### src/rtl/sync_fifo_param.sv
`default_nettype none
// ============================================================================
//  Module      : sync_fifo_param
//  Description : Parametrised single-clock FIFO placed between the DTP
//                producer and the output mux. Read mode is selectable:
//                registered read (data one cycle after pop) or
//                first-word-fall-through. Provides an occupancy count,
//                almost-full/almost-empty thresholds and sticky
//                overflow/underflow error flags.
//  Ports       : clk, rst_n (synchronous, active-low)
//                i_push, i_data  - write request and data
//                i_pop           - read request
//                o_data, o_valid - read data and its qualifier
//                o_full, o_empty, o_afull, o_aempty, o_count - status
//                o_overflow, o_underflow - sticky error flags
//                i_clr_err       - clears both sticky error flags
//  Revision    : 1.0 - initial release
// ============================================================================
module sync_fifo_param #(
    parameter int  DATA_W    = 16,
    parameter int  DEPTH     = 8,
    parameter int  FWFT      = 0,
    parameter int  AFULL_TH  = 6,
    parameter int  AEMPTY_TH = 2,
    localparam int AW        = $clog2(DEPTH)
) (
    input  logic              clk,
    input  logic              rst_n,
    input  logic              i_push,
    input  logic [DATA_W-1:0] i_data,
    input  logic              i_pop,
    output logic [DATA_W-1:0] o_data,
    output logic              o_valid,
    output logic              o_full,
    output logic              o_empty,
    output logic              o_afull,
    output logic              o_aempty,
    output logic [AW:0]       o_count,
    output logic              o_overflow,
    output logic              o_underflow,
    input  logic              i_clr_err
);

    localparam logic [AW:0] c_depth     = DEPTH[AW:0];
    localparam logic [AW:0] c_afull_th  = AFULL_TH[AW:0];
    localparam logic [AW:0] c_aempty_th = AEMPTY_TH[AW:0];
    localparam logic [AW:0] c_ptr_one   = {{AW{1'b0}}, 1'b1};

    logic [DATA_W-1:0] r_mem [DEPTH];

    // Pointers carry one extra wrap bit so full and empty are distinguishable
    logic [AW:0]   r_wr_ptr;
    logic [AW:0]   r_rd_ptr;
    logic          r_overflow;
    logic          r_underflow;

    logic [AW:0]   w_count;
    logic          w_full;
    logic          w_empty;
    logic          w_pop_ok;
    logic          w_push_ok;
    logic [AW-1:0] w_wr_idx;
    logic [AW-1:0] w_rd_idx;

    // ------------------------------------------------------------------
    // Status decode straight from the registered pointers
    // ------------------------------------------------------------------
    assign w_count  = r_wr_ptr - r_rd_ptr;
    assign w_full   = (w_count == c_depth);
    assign w_empty  = (w_count == '0);
    assign w_wr_idx = r_wr_ptr[AW-1:0];
    assign w_rd_idx = r_rd_ptr[AW-1:0];

    // A push into a full FIFO is still accepted when the head leaves in the
    // same cycle; a pop from an empty FIFO is never accepted, even alongside
    // a push, because the incoming word is not yet stored.
    assign w_pop_ok  = i_pop & ~w_empty;
    assign w_push_ok = i_push & (~w_full | w_pop_ok);

    assign o_count     = w_count;
    assign o_full      = w_full;
    assign o_empty     = w_empty;
    assign o_afull     = (w_count >= c_afull_th);
    assign o_aempty    = (w_count <= c_aempty_th);
    assign o_overflow  = r_overflow;
    assign o_underflow = r_underflow;

    // ------------------------------------------------------------------
    // Storage (not reset; stale entries are unreachable after reset)
    // ------------------------------------------------------------------
    always_ff @(posedge clk) begin
        if (rst_n && w_push_ok) begin
            r_mem[w_wr_idx] <= i_data;
        end
    end

    // ------------------------------------------------------------------
    // Pointers
    // ------------------------------------------------------------------
    always_ff @(posedge clk) begin
        if (!rst_n) begin
            r_wr_ptr <= '0;
            r_rd_ptr <= '0;
        end else begin
            if (w_push_ok) begin
                r_wr_ptr <= r_wr_ptr + c_ptr_one;
            end
            if (w_pop_ok) begin
                r_rd_ptr <= r_rd_ptr + c_ptr_one;
            end
        end
    end

    // ------------------------------------------------------------------
    // Sticky error flags; a new error event overrides a clear request
    // ------------------------------------------------------------------
    always_ff @(posedge clk) begin
        if (!rst_n) begin
            r_overflow  <= 1'b0;
            r_underflow <= 1'b0;
        end else begin
            r_overflow  <= (r_overflow  & ~i_clr_err) | (i_push & ~w_push_ok);
            r_underflow <= (r_underflow & ~i_clr_err) | (i_pop  & ~w_pop_ok);
        end
    end

    // ------------------------------------------------------------------
    // Read path
    // ------------------------------------------------------------------
    generate
        if (FWFT != 0) begin : g_fwft
            // Head of queue is presented combinationally; forced to zero
            // while empty so nothing stale leaks out after reset.
            assign o_valid = ~w_empty;
            assign o_data  = w_empty ? '0 : r_mem[w_rd_idx];
        end else begin : g_reg_read
            logic [DATA_W-1:0] r_data;
            logic              r_valid;

            always_ff @(posedge clk) begin
                if (!rst_n) begin
                    r_data  <= '0;
                    r_valid <= 1'b0;
                end else begin
                    r_valid <= w_pop_ok;
                    if (w_pop_ok) begin
                        r_data <= r_mem[w_rd_idx];
                    end
                end
            end

            assign o_valid = r_valid;
            assign o_data  = r_data;
        end
    endgenerate

endmodule
`default_nettype wire

### config.mk
export PLATFORM = sky130hd
export DESIGN_NAME = sync_fifo_param
export DESIGN_NICKNAME = d
export VERILOG_FILES = /design/src/rtl/sync_fifo_param.sv
export SDC_FILE = /design/constraint.sdc
export NUM_CORES = 1
export LEC_CHECK = 0
export CELL_PAD_IN_SITES_DETAIL_PLACEMENT = 0
export CELL_PAD_IN_SITES_GLOBAL_PLACEMENT = 2
export CORE_MARGIN = 2
export CORE_UTILIZATION = 43
export DETAILED_ROUTE_END_ITERATION = 8
export GPL_ROUTABILITY_DRIVEN = 0
export PLACE_DENSITY_LB_ADDON = 0.1
export SLEW_MARGIN = 15
export SYNTH_ARGS = -nofsm -noshare
export SYNTH_HDL_FRONTEND = slang
export SYNTH_SLANG_ARGS = --single-unit
### constraint.sdc
create_clock -name clk -period 4.65 [get_ports clk]
set_clock_uncertainty 0.05 [all_clocks]
set_input_delay 0.93 -clock clk [delete_from_list [all_inputs] [get_ports clk]]
set_output_delay 0.93 -clock clk [all_outputs]
set_load 0.02 [all_outputs]
### After elaboration in Yosys (flattened, before gate mapping)

Memory sizes are Yosys's and may differ from the RTL's. A register that Yosys moved wholly into a read port is not among the register bits.
Cells that the tools add are included.

* $add $sub $neg: 3
* order comparisons: 2
* eq/ne operators: 1
* muxes and demuxes: 2
* bitwise operators: 14
* reduce and logical (&&, ||, !) cells: 3

Operator list (count)
* 4-bit by 1-bit adder with 4-bit output (second input constant): 2
* 1-bit bitwise AND: 6
* 1-bit inverter: 5
* 4-bit == test (second input constant): 1
* 4-bit by 3-bit greater-or-equal comparator with 1-bit output (second input constant): 1
* 4-bit by 2-bit <= comparator with 1-bit output (second input constant): 1
* 4-bit logical NOT: 1
* 4-bit subtractor: 1
* 1-bit bitwise OR: 3
* 1-bit two-way mux: 2
* 1-bit logical AND: 1
* 1-bit logical NOT: 1

* register bits: 11
* bits in writable memories: 128
* output and inout bits: 27
* memories: 1

Memory list
* r_mem: words 8, width 16, read ports 1, clocked after Yosys merged registers in 1, wr ports 1, line 49 `logic [DATA_W-1:0] r_mem [DEPTH];`

### Longest topological paths before layout

Gate-level depths: netlist of the first run.

* depth after elaboration: 9
* mapped depth: 11
* gate-level depth less buffers: 8

### Worst setup path before layout of the first run

OpenSTA, ideal clock, no wires.

* path kind: flip-flop to flip-flop
* from: register r_rd_ptr[2]
* to: memory r_mem[5][0] (enable)
* arrival time: 3755 ps
* slack: 415 ps
* cell stages (with the launch flop): 10
* buffers on the path: 2
* clock period less this slack: 4235 ps
* path through: dfxtp_1 clkbuf_1 clkinv_1 clkbuf_1 ha_1 a21oi_1 a21oi_1 nor2_1 o31ai_4 nor4_1

* word-level cells in the longest chain between the ends: 9

RTL lines
* from (decl): line 53 `logic [AW:0] r_rd_ptr;`
* from (signal assigned): line 109 `r_rd_ptr <= r_rd_ptr + c_ptr_one;`
* 4-bit subtractor *: line 68 `assign w_count = r_wr_ptr - r_rd_ptr;`
* 4-bit logical NOT: line 70 `assign w_empty = (w_count == '0);`
* 1-bit inverter: line 77 `assign w_pop_ok = i_pop & ~w_empty;`
* 1-bit bitwise AND: line 77
* 1-bit bitwise OR *: line 78 `assign w_push_ok = i_push & (~w_full | w_pop_ok);`
* 1-bit bitwise AND *: line 78
* 1-bit logical AND *: line 92 `if (rst_n && w_push_ok) begin`
* 1-bit two-way mux *: line 92
* 1-bit two-way mux (not written as such) *: line 93 `r_mem[w_wr_idx] <= i_data;`
* to (decl): line 49

Mark *: on every way between the ends. The rest lies on a longest branch, timed or not.

### Final worst setup path of the first run

* from: register r_wr_ptr[2]
* to: output port o_aempty

* word-level cells in the longest chain between the ends: 2

RTL lines
* from (decl): line 52 `logic [AW:0] r_wr_ptr;`
* from (signal assigned): line 106 `r_wr_ptr <= r_wr_ptr + c_ptr_one;`
* 4-bit subtractor: line 68
* 4-bit by 2-bit <= comparator with 1-bit output: line 84 `assign o_aempty = (w_count <= c_aempty_th);`
* to (decl): line 37 `output logic o_aempty,`

Every way passes these cells.

==> summary.txt, run 1 <==
Final layout
  • Most common library cell in the layout ignoring fill and taps: edfxtp_1
  • Storage cell area: 4385 µm²
  • Fillcell total: 1107
  • Diodes inserted: 0
  • Non-filler instance count after layout: 605
  • Most frequent cells in the layout: edfxtp_1, clkdlybuf4s50_1, nand2_1, mux4_2, dfxtp_1
  • Ratio of cells with drive above 1 in the final layout: 0.2471
  • P&R area growth vs syn: 20.90%
  • Final instance area: around 7500 µm²
  • Final nets: 439
  • Area of the multi-input gates: 1689 µm²

Placed design
  • Pre-CTS setup slack: about 1.2 ns
  • Post-DP HPWL: 6891 µm
  • IO buf count: 47
  • Placed insts: 573
  • Dpl cell area: 6928 µm²

Critical path
  • Req. time, crit path: ~3.7 ns
  • Critical path fanouts, max: 8
  • Kind of critical path: register to output port
  • Cells along the critical path: ha_1 -> a21oi_1 -> a21oi_1 -> nor2_1 -> inv_1 -> a211oi_1 -> clkdlybuf4s50_1
  • Worst setup EP type: output port
  • CP top delay family: buffers and inverters
  • Crit path largest cell delay: 0.63 ns
  • CP bufs+invs: 2
  • Startpoint types: register
  • Worst Path Arrival: 2.92 ns
  • Most frequent CP cell: a21oi_1
  • Slowest-stage cell, CP: clkdlybuf4s50_1

STA
  • Slew Limit Fails: 0
  • Final hold slack: 0.4481 ns
  • Final worst path period need: 3.895 ns
  • Final Cycle Share: 0.8377
  • Slew HR: 0.3000
  • Setup tns final: 0 ns
  • Hold Vio Cnt, Final: 0
  • RSZ-0062 raised after global routing: false
  • Final worst slack: 0.7548 ns
  • Final Setup Violations: 0
  • Fmax: 256.7 MHz
  • Worst-margin pin slew: about 1.0 ns

Hold path
  • Worst Hold Class: register to register

Clocking
  • Post CTS Setup Buffer Count: 0
  • Worst skew pair latency: 0.42 ns
  • TritonCTS clock tree: done
  • CTS root buffer: clkbuf_16
  • H-tree Lvls: 4
  • Clock slew at reported path FFs: 0.06 ns
  • CTS buffer count: 17
  • CTS sink cnt: 155
  • Clk buf depth: 2
  • Hold Buf Count CTS: 0
  • CTS resizes: 0

Floorplan
  • Io pins: 48
  • Die extent in x: 123.8 µm
  • Initial Util: 0.4429
  • Die H: 123.8 µm
  • Number of cell rows: between 40 and 50
  • Die Area: 15330 µm²
  • Core area: roughly 14000 µm²

Outcome
  • Outcome: finished clean

Detailed routing
  • Vias: 3214
  • DR top layer: met4
  • Met3 wire len: 361 µm
  • M1 wire length: approximately 5300 µm
  • Vias per inst: 5.312
  • Drt wl/cell: 20.05 µm
  • Drt pass-1 iters: 4
  • Antenna-violating nets left: 0
  • Routed met2 length: 6236 µm
  • Starting DRT DRC Count: between 100 and 150
  • Final WL: 12130 µm
  • DRC: 0

Yosys
  • Avg Cell Area, Syn: about 18 µm²
  • YS warnings: 0
  • Syn Nets: 377
  • Synth cell types: 39
  • Seq cells post-synth: about 160
  • Synthesized area: approximately 6200 µm²
  • Sequential area share after synthesis: 0.7103
  • Post-synthesis cell count: 350

Pwr
  • P_leak: roughly 0.0025 µW
  • VDD IR-drop max: 0.0003508 V
  • PD cells: ~570 nW/µm²

GRT
  • Vias in the first global route: 3403
  • Overall Global Routing Usage: 0.1762
  • First-pass GRT wire length: 18890 µm
  • Gr ovfl total: 0
  • Largest net degree at the start of global routing: 39
  • Initial antenna violation count: 0

Flow run
  • Max-capacitance violation count: 0
==> power by group <==
| group | switching, µW | total [µW] | internal (µW) |
|---|---|---|---|
| Combinational | 705 | 1300 | 593 |
| Clock | 517 | 1240 | 727 |
| Sequential | 59.8 | 1690 | 1630 |
==> flip-flops by register name, indices dropped and copies added (netlist names) <==
register     flops
r_rd_ptr         4
o_underflow      1
r_wr_ptr         4
o_overflow       1
o_data          16
o_valid          1
r_mem          128
==> metal layers <==
metal | track usage | vias up
li1 | - | 1500
met1 | 0.2238 | 1634
met2 | 0.2964 | 59
met3 | 0.04029 | 21
met4 | 0.06534 | 0
met5 | 0 | -
==> tightest hold or removal path, stage by stage, from the launching register on <==
cell and delay (ns):
dfxtp_1 0.33, a21oi_1 0.07, nor2_1 0.07
==> synthesized netlist by cell type (all sizes together) <==
cell    instances  area (µm²)
and3            2       12.51
a31o            1       8.760
a21oi           6       30.03
clkbuf         11       41.29
fa              1       20.02
buf             8       58.80
o21ai           1       5.000
mux2i           4       40.04
a21o            1       7.510
nor2           24       90.09
nor4b           1       8.760
nand2          40       150.1
edfxtp        128        3844
nand3b          1       7.510
xor2            2       25.03
o31ai           2       33.78
a211oi          1       7.510
and3b           1       8.760
clkinv          1       3.750
nand3           2       22.52
dfxtp          27       540.5
o31a            1       8.760
a311oi         16       240.2
mux4           32       720.7
nand4           1       6.260
inv            11       41.29
o41a            1       11.26
nor3            6       30.03
nand2b          3       18.77
and2            1       6.260
nor4            4       25.02
xnor2           2       17.52
ha              5       62.56
o32a            1       10.01
o21a            1       7.510
==> per-stage QoR <==
step,power (µW),util
finish,4228,0.5355
global route,4447,0.5355
CTS,4280,0.5355
detailed placement,3032,0.4972
global placement,3025,0.4972
floorplan,2608,-
==> final cells by class <==
class | instances | area share
multi-input combinational | 164 | 0.2264
clock inverter | 13 | 0.01358
clock buffer | 19 | 0.05801
sequential | 155 | 0.5877
tap | 180 | 0.03018
inverter | 12 | 0.006036
timing repair buffer | 62 | 0.07814
==> cells by family (layout without fill, tap and decap cells) <==
kind of cell | after synthesis | count (layout) | share of synthesized area
muxes | 36 | 36 | 0.1233
buffers and inverters | 31 | 106 | 0.02351
AOI/OAI and AO/OA | 32 | 32 | 0.06000
adders and majority gates | 6 | 6 | 0.01338
DFF | 155 | 155 | 0.7103
xor gates and xnor gates | 4 | 4 | 0.006894
and+or+nand+nor | 86 | 86 | 0.06264
==> path summary, 6_finish.rpt <==
kind	start	endpoint	slack, ns	cells past startpoint
max reg2reg	r_wr_ptr[1]	r_mem[6][1]	1.70	7
min reg2reg	o_underflow	o_underflow	0.45	2
max	r_wr_ptr[2]	o_aempty	0.75	7
min	o_underflow	o_underflow	0.45	2
(Power assumes the default switching activity.)
==> run 2: changes to the inputs <==
Clock period 4.65 ns to 4 ns, I/O delays scaled along.
==> run 2 against run 1 <==
Clock power rose by 22%. Utilization up 0.40 points. Critical path depth unchanged. Flip-flop and latch count unchanged. Hold slack worse by 0.00075 ns. Setup slack worse by 0.51 ns. Register-to-register slack got worse by 0.71 ns. Total power up 18%. First-iteration DRC count increased by 84%. Global-route usage rose by 0.22 points. Sequential share of layout area decreased by 0.43 points. Final cell count stayed put. Largest cell class unchanged.
==> summary.txt, run 2 (synthesis gave the netlist of run 1 again) <==
Critical path
  • Req. time, crit path: 3.15 ns
  • Reg2Reg Setup Slack: 0.99 ns
  • Worst Path Arrival: 2.90 ns
  • Startpoint types: register
  • Kind of critical path: register to output port
  • Worst setup EP type: output port
  • Critical path fanouts, max: 8

Detailed routing
  • Starting DRT DRC Count: 263
  • Drt pass-1 iters: 4
  • Antenna-violating nets left: 0
  • Drt wl/cell: 20.69 µm
  • Vias: between 3000 and 4000
  • Vias per inst: 5.417
  • Final WL: between 10000 and 15000 µm
  • DRC: 0

GRT
  • Gr ovfl total: 0
  • Overall Global Routing Usage: 0.1784
  • Largest net degree at the start of global routing: 39
  • Vias in the first global route: 3310
  • First-pass GRT wire length: 19060 µm
  • Initial antenna violation count: 0

STA
  • Final Setup Violations: 0
  • Final worst path period need: 3.752 ns
  • RSZ-0062 raised after global routing: false
  • Fmax: about 270 MHz
  • Final Cycle Share: 0.9381
  • Worst-margin pin slew: 1.053 ns
  • Hold Vio Cnt, Final: 0
  • Slew HR: 0.2979
  • Setup tns final: 0 ns
  • Final worst slack: 0.2476 ns
  • Slew Limit Fails: 0

Outcome
  • Outcome: finished clean

Final layout
  • Largest Register: r_mem
  • Most common library cell in the layout ignoring fill and taps: edfxtp_1
  • Final nets: 440
  • Largest register FFs: about 130
  • Diodes inserted: 0
  • Final instance area: approximately 7500 µm²
  • P&R area growth vs syn: 21.79%
  • Non-filler instance count after layout: 605
  • Ratio of cells with drive above 1 in the final layout: 0.2518
  • Most frequent cells in the layout: edfxtp_1, clkdlybuf4s50_1, nand2_1, mux4_2, dfxtp_1

Clocking
  • CTS root buffer: clkbuf_16
  • H-tree Lvls: 4
  • CTS sink cnt: 155
  • CTS resizes: 0
  • Hold Buf Count CTS: 0
  • Worst skew pair latency: 0.41 ns
  • CTS buffer count: 17
  • Clock slew at reported path FFs: approximately 0.06 ns
  • Post CTS Setup Buffer Count: 0
  • Clk buf depth: 2
  • TritonCTS clock tree: done

Flow run
  • Max-capacitance violation count: 0

Floorplan
  • Initial Util: 0.4429
  • Number of cell rows: 43
  • Core area: about 14000 µm²
  • Die H: 123.8 µm
  • Die Area: 15330 µm²
  • Die extent in x: 123.8 µm
  • Io pins: 48

Placed design
  • Placed insts: 574
  • Post-DP HPWL: a little over 7000 µm
  • IO buf count: 47
  • Dpl cell area: 6960 µm²
  • Pre-CTS setup slack: 0.6838 ns

Pwr
  • P_leak: 0.002473 µW
  • PD cells: 663.2 nW/µm²
  • VDD IR-drop max: 0.0003699 V

Hold path
  • Worst Hold Class: register to register
==> run 2: changes by cell type in the layout (fill, tap and decap cells not counted) <==
cell,delta
clkbuf_1,-1
bufinv_16,+1
buf_12,+2
buf_4,-1
clkinv_1,-1
==> run 2: path summary, 6_finish.rpt <==
kind                     from      endpoint  cells past startpoint
setup / recovery  r_wr_ptr[2]      o_aempty                      7
hold / removal    o_underflow   o_underflow                      2
setup reg to reg  r_wr_ptr[2]  r_mem[6][12]                      7
hold reg to reg   o_underflow   o_underflow                      2
==> run 2: layout make-up <==
type                    count  area [µm²]
well taps                 180       225.2
clock inverters            13       127.6
clock buffers              18       429.2
repair buffers             63       615.6
multi-input cells         164        1689
flip-flops and latches    155        4385
fillers                  1118        6417
inverters                  12       45.04
==> run 2: routing by layer <==
metal	vias up	GRT usage	share of wire
li1	1502	-	-
met1	1690	0.2321	0.45
met2	73	0.2950	0.49
met3	12	0.04762	0.046
met4	0	0.05398	0.010
met5	-	0	0
==> run 2: critical path, cell delays in order, from the launching register on <==
cell and delay (ns):
dfxtp_1 0.50, ha_1 0.36, a21oi_1 0.21, a21oi_1 0.13, nor2_1 0.35, inv_1 0.12, a211oi_1 0.18, clkdlybuf4s50_1 0.63
==> run 2: per-stage QoR <==
| stage | total power (µW) | util | hold slack, ns |
|---|---|---|---|
| 4_1_cts | 5049 | 0.5395 | 0.4609 |
| 3_5_place_dp | 3531 | 0.4995 | 0.4457 |
| 3_3_place_gp | 3522 | 0.4995 | 0.4259 |
| 2_1_floorplan | 3031 | - | 0.4317 |
| 5_1_grt | 5211 | 0.5395 | 0.4785 |
| 6_report | 4985 | 0.5395 | 0.4473 |
==> run 2: power by group <==
part / total [µW] / switching [µW] / internal, µW / leakage [µW]
combinational: 1510 / 821 / 690 / 0.000828
sequential: 1960 / 72.2 / 1890 / 0.00138
clock: 1510 / 605 / 907 / 0.000267
total: 4990 / 1500 / 3490 / 0.00247
==> run 3: changes to the inputs <==
Settings changed: CORE_UTILIZATION 43 to 40.
==> run 3 against run 2 <==
Setup slack gained 0.096 ns. Clock power grew 12%. Sequential power is essentially flat. Clock-buffer cell count shrank 1. Maximum frequency grew 2.6%. Largest power group unchanged.
==> summary.txt, run 3 (synthesis gave the netlist of run 1 again) <==
Clocking
  • Worst skew pair latency: 0.42 ns
  • Post CTS Setup Buffer Count: 0
  • Clock slew at reported path FFs: 0.06 ns
  • H-tree Lvls: 4
  • TritonCTS clock tree: done
  • CTS sink cnt: 155
  • CTS buffer count: 17
  • CTS root buffer: clkbuf_16
  • Clk buf depth: 2

Flow run
  • Max-capacitance violation count: 0

STA
  • Final Cycle Share: 0.9142
  • Final Setup Violations: 0
  • Worst-margin pin slew: about 1.1 ns
  • Slew Limit Fails: 0
  • Hold Vio Cnt, Final: 0
  • Fmax: 273.5 MHz
  • RSZ-0062 raised after global routing: false
  • Slew HR: 0.2823
  • Final worst path period need: 3.657 ns

Pwr
  • VDD IR-drop max: 0.0003836 V
  • PD cells: 680.4 nW/µm²
  • P_leak: roughly 0.0025 µW
  • Pwr Total: ~5200 µW

Final layout
  • Fillcell total: 1270
  • P&R area growth vs syn: 23.23%
  • Diodes inserted: 0
  • Most frequent cells in the layout: edfxtp_1, clkdlybuf4s50_1, nand2_1, mux4_2, dfxtp_1
  • Most common library cell in the layout ignoring fill and taps: edfxtp_1
  • Largest register FFs: 128
  • Post-layout util: 0.5022
  • Non-filler instance count after layout: 619
  • Final nets: 445
  • Largest Register: r_mem
  • Ratio of cells with drive above 1 in the final layout: 0.2691

Critical path
  • Crit path largest cell delay: 0.64 ns
  • Critical path fanouts, max: 8
  • Kind of critical path: register to output port
  • Worst setup EP type: output port
  • Startpoint types: register
  • Cells along the critical path: ha_1 -> a21oi_1 -> a21oi_1 -> nor2_2 -> inv_1 -> a211oi_1 -> clkdlybuf4s50_1
  • Most frequent CP cell: a21oi_1
  • Slowest-stage cell, CP: clkdlybuf4s50_1
  • Worst Path Arrival: 2.81 ns
  • Req. time, crit path: 3.15 ns

Detailed routing
  • Vias: 3271
  • Antenna-violating nets left: 0
  • Drt pass-1 iters: 4
  • Final WL: 12970 µm
  • Drt wl/cell: 20.95 µm
  • Vias per inst: 5.284
  • DRC: 0
  • Starting DRT DRC Count: approximately 260

Placed design
  • Placed insts: 587
  • Post-DP HPWL: 7598 µm
  • IO buf count: 47

Floorplan
  • Die extent in x: approximately 130 µm
  • Die H: 128.2 µm
  • Io pins: 48
  • Initial Util: 0.4075
  • Number of cell rows: 45
  • Core area: 15150 µm²
  • Die Area: 16440 µm²

GRT
  • Overall Global Routing Usage: 0.1735
  • Initial antenna violation count: 0
  • First-pass GRT wire length: 20110 µm
  • Largest net degree at the start of global routing: 39
  • Vias in the first global route: around 3400
  • Gr ovfl total: 0

Outcome
  • Outcome: finished clean

Hold path
  • Worst Hold Class: register to register
[run 3: final timing paths]
check,cells after the start,start,slack (ns),endpoint
setup reg to reg,7,r_wr_ptr[1],1.01,r_mem[2][9]
hold / removal,2,o_underflow,0.46,o_underflow
hold reg to reg,2,o_underflow,0.46,o_underflow
setup / recovery,7,r_wr_ptr[2],0.34,o_aempty
[run 3: area by class of cell]
class	count	area, µm²	area share
multi-input cells	164	1692	0.2224
repair buffers	68	628.1	0.08258
inverters	12	45.04	0.005922
clock inverters	15	195.2	0.02566
flip-flops and latches	155	4385	0.5766
well taps	188	235.2	0.03093
clock buffers	17	425.4	0.05593
[run 3: per-stage QoR]
stage                     hold WS (ns)  cell area (µm²)  setup WS, ns  TNS [ns]
final                           0.4603             7606        0.3433         0
after global routing            0.4849             7606       0.07967         0
after CTS                       0.4645             7604        0.1798         0
after detailed placement        0.4490             6983        0.6799         0
after global placement          0.4247             6983        0.7333         0
after floorplan                 0.4317             6172       -0.2350    -15.03
[run 3: metal layers]
layer / up-vias / routed length (µm) / global-route usage
met2: 68 / 6588 / 0.2841
met1: 1681 / 5804 / 0.2250
li1: 1507 / - / -
met4: 0 / 164 / 0.06270
met3: 15 / 413 / 0.04466
met5: - / 0 / 0
[run 3: worst max-delay path, delay by kind of cell, from the launching register on]
| kind | cells | cell delay, ns |
|---|---|---|
| fa+ha+maj | 1 | 0.36 |
| simple gates | 1 | 0.26 |
| compound gates | 3 | 0.53 |
| flops | 1 | 0.49 |
| buf+inv | 2 | 0.75 |
[run 3: where the power goes]
group | leakage (µW) | total [µW] | internal [µW] | switching, µW
logic | 0.000849 | 1520 | 694 | 828
registers | 0.00138 | 1960 | 1890 | 75.4
clock network | 0.000305 | 1690 | 1040 | 645
[run 3: repair_timing]
item	in CTS	in global routing
setup endpoints to repair	0	1
hold buffers	0	0
gates resized for setup	0	1
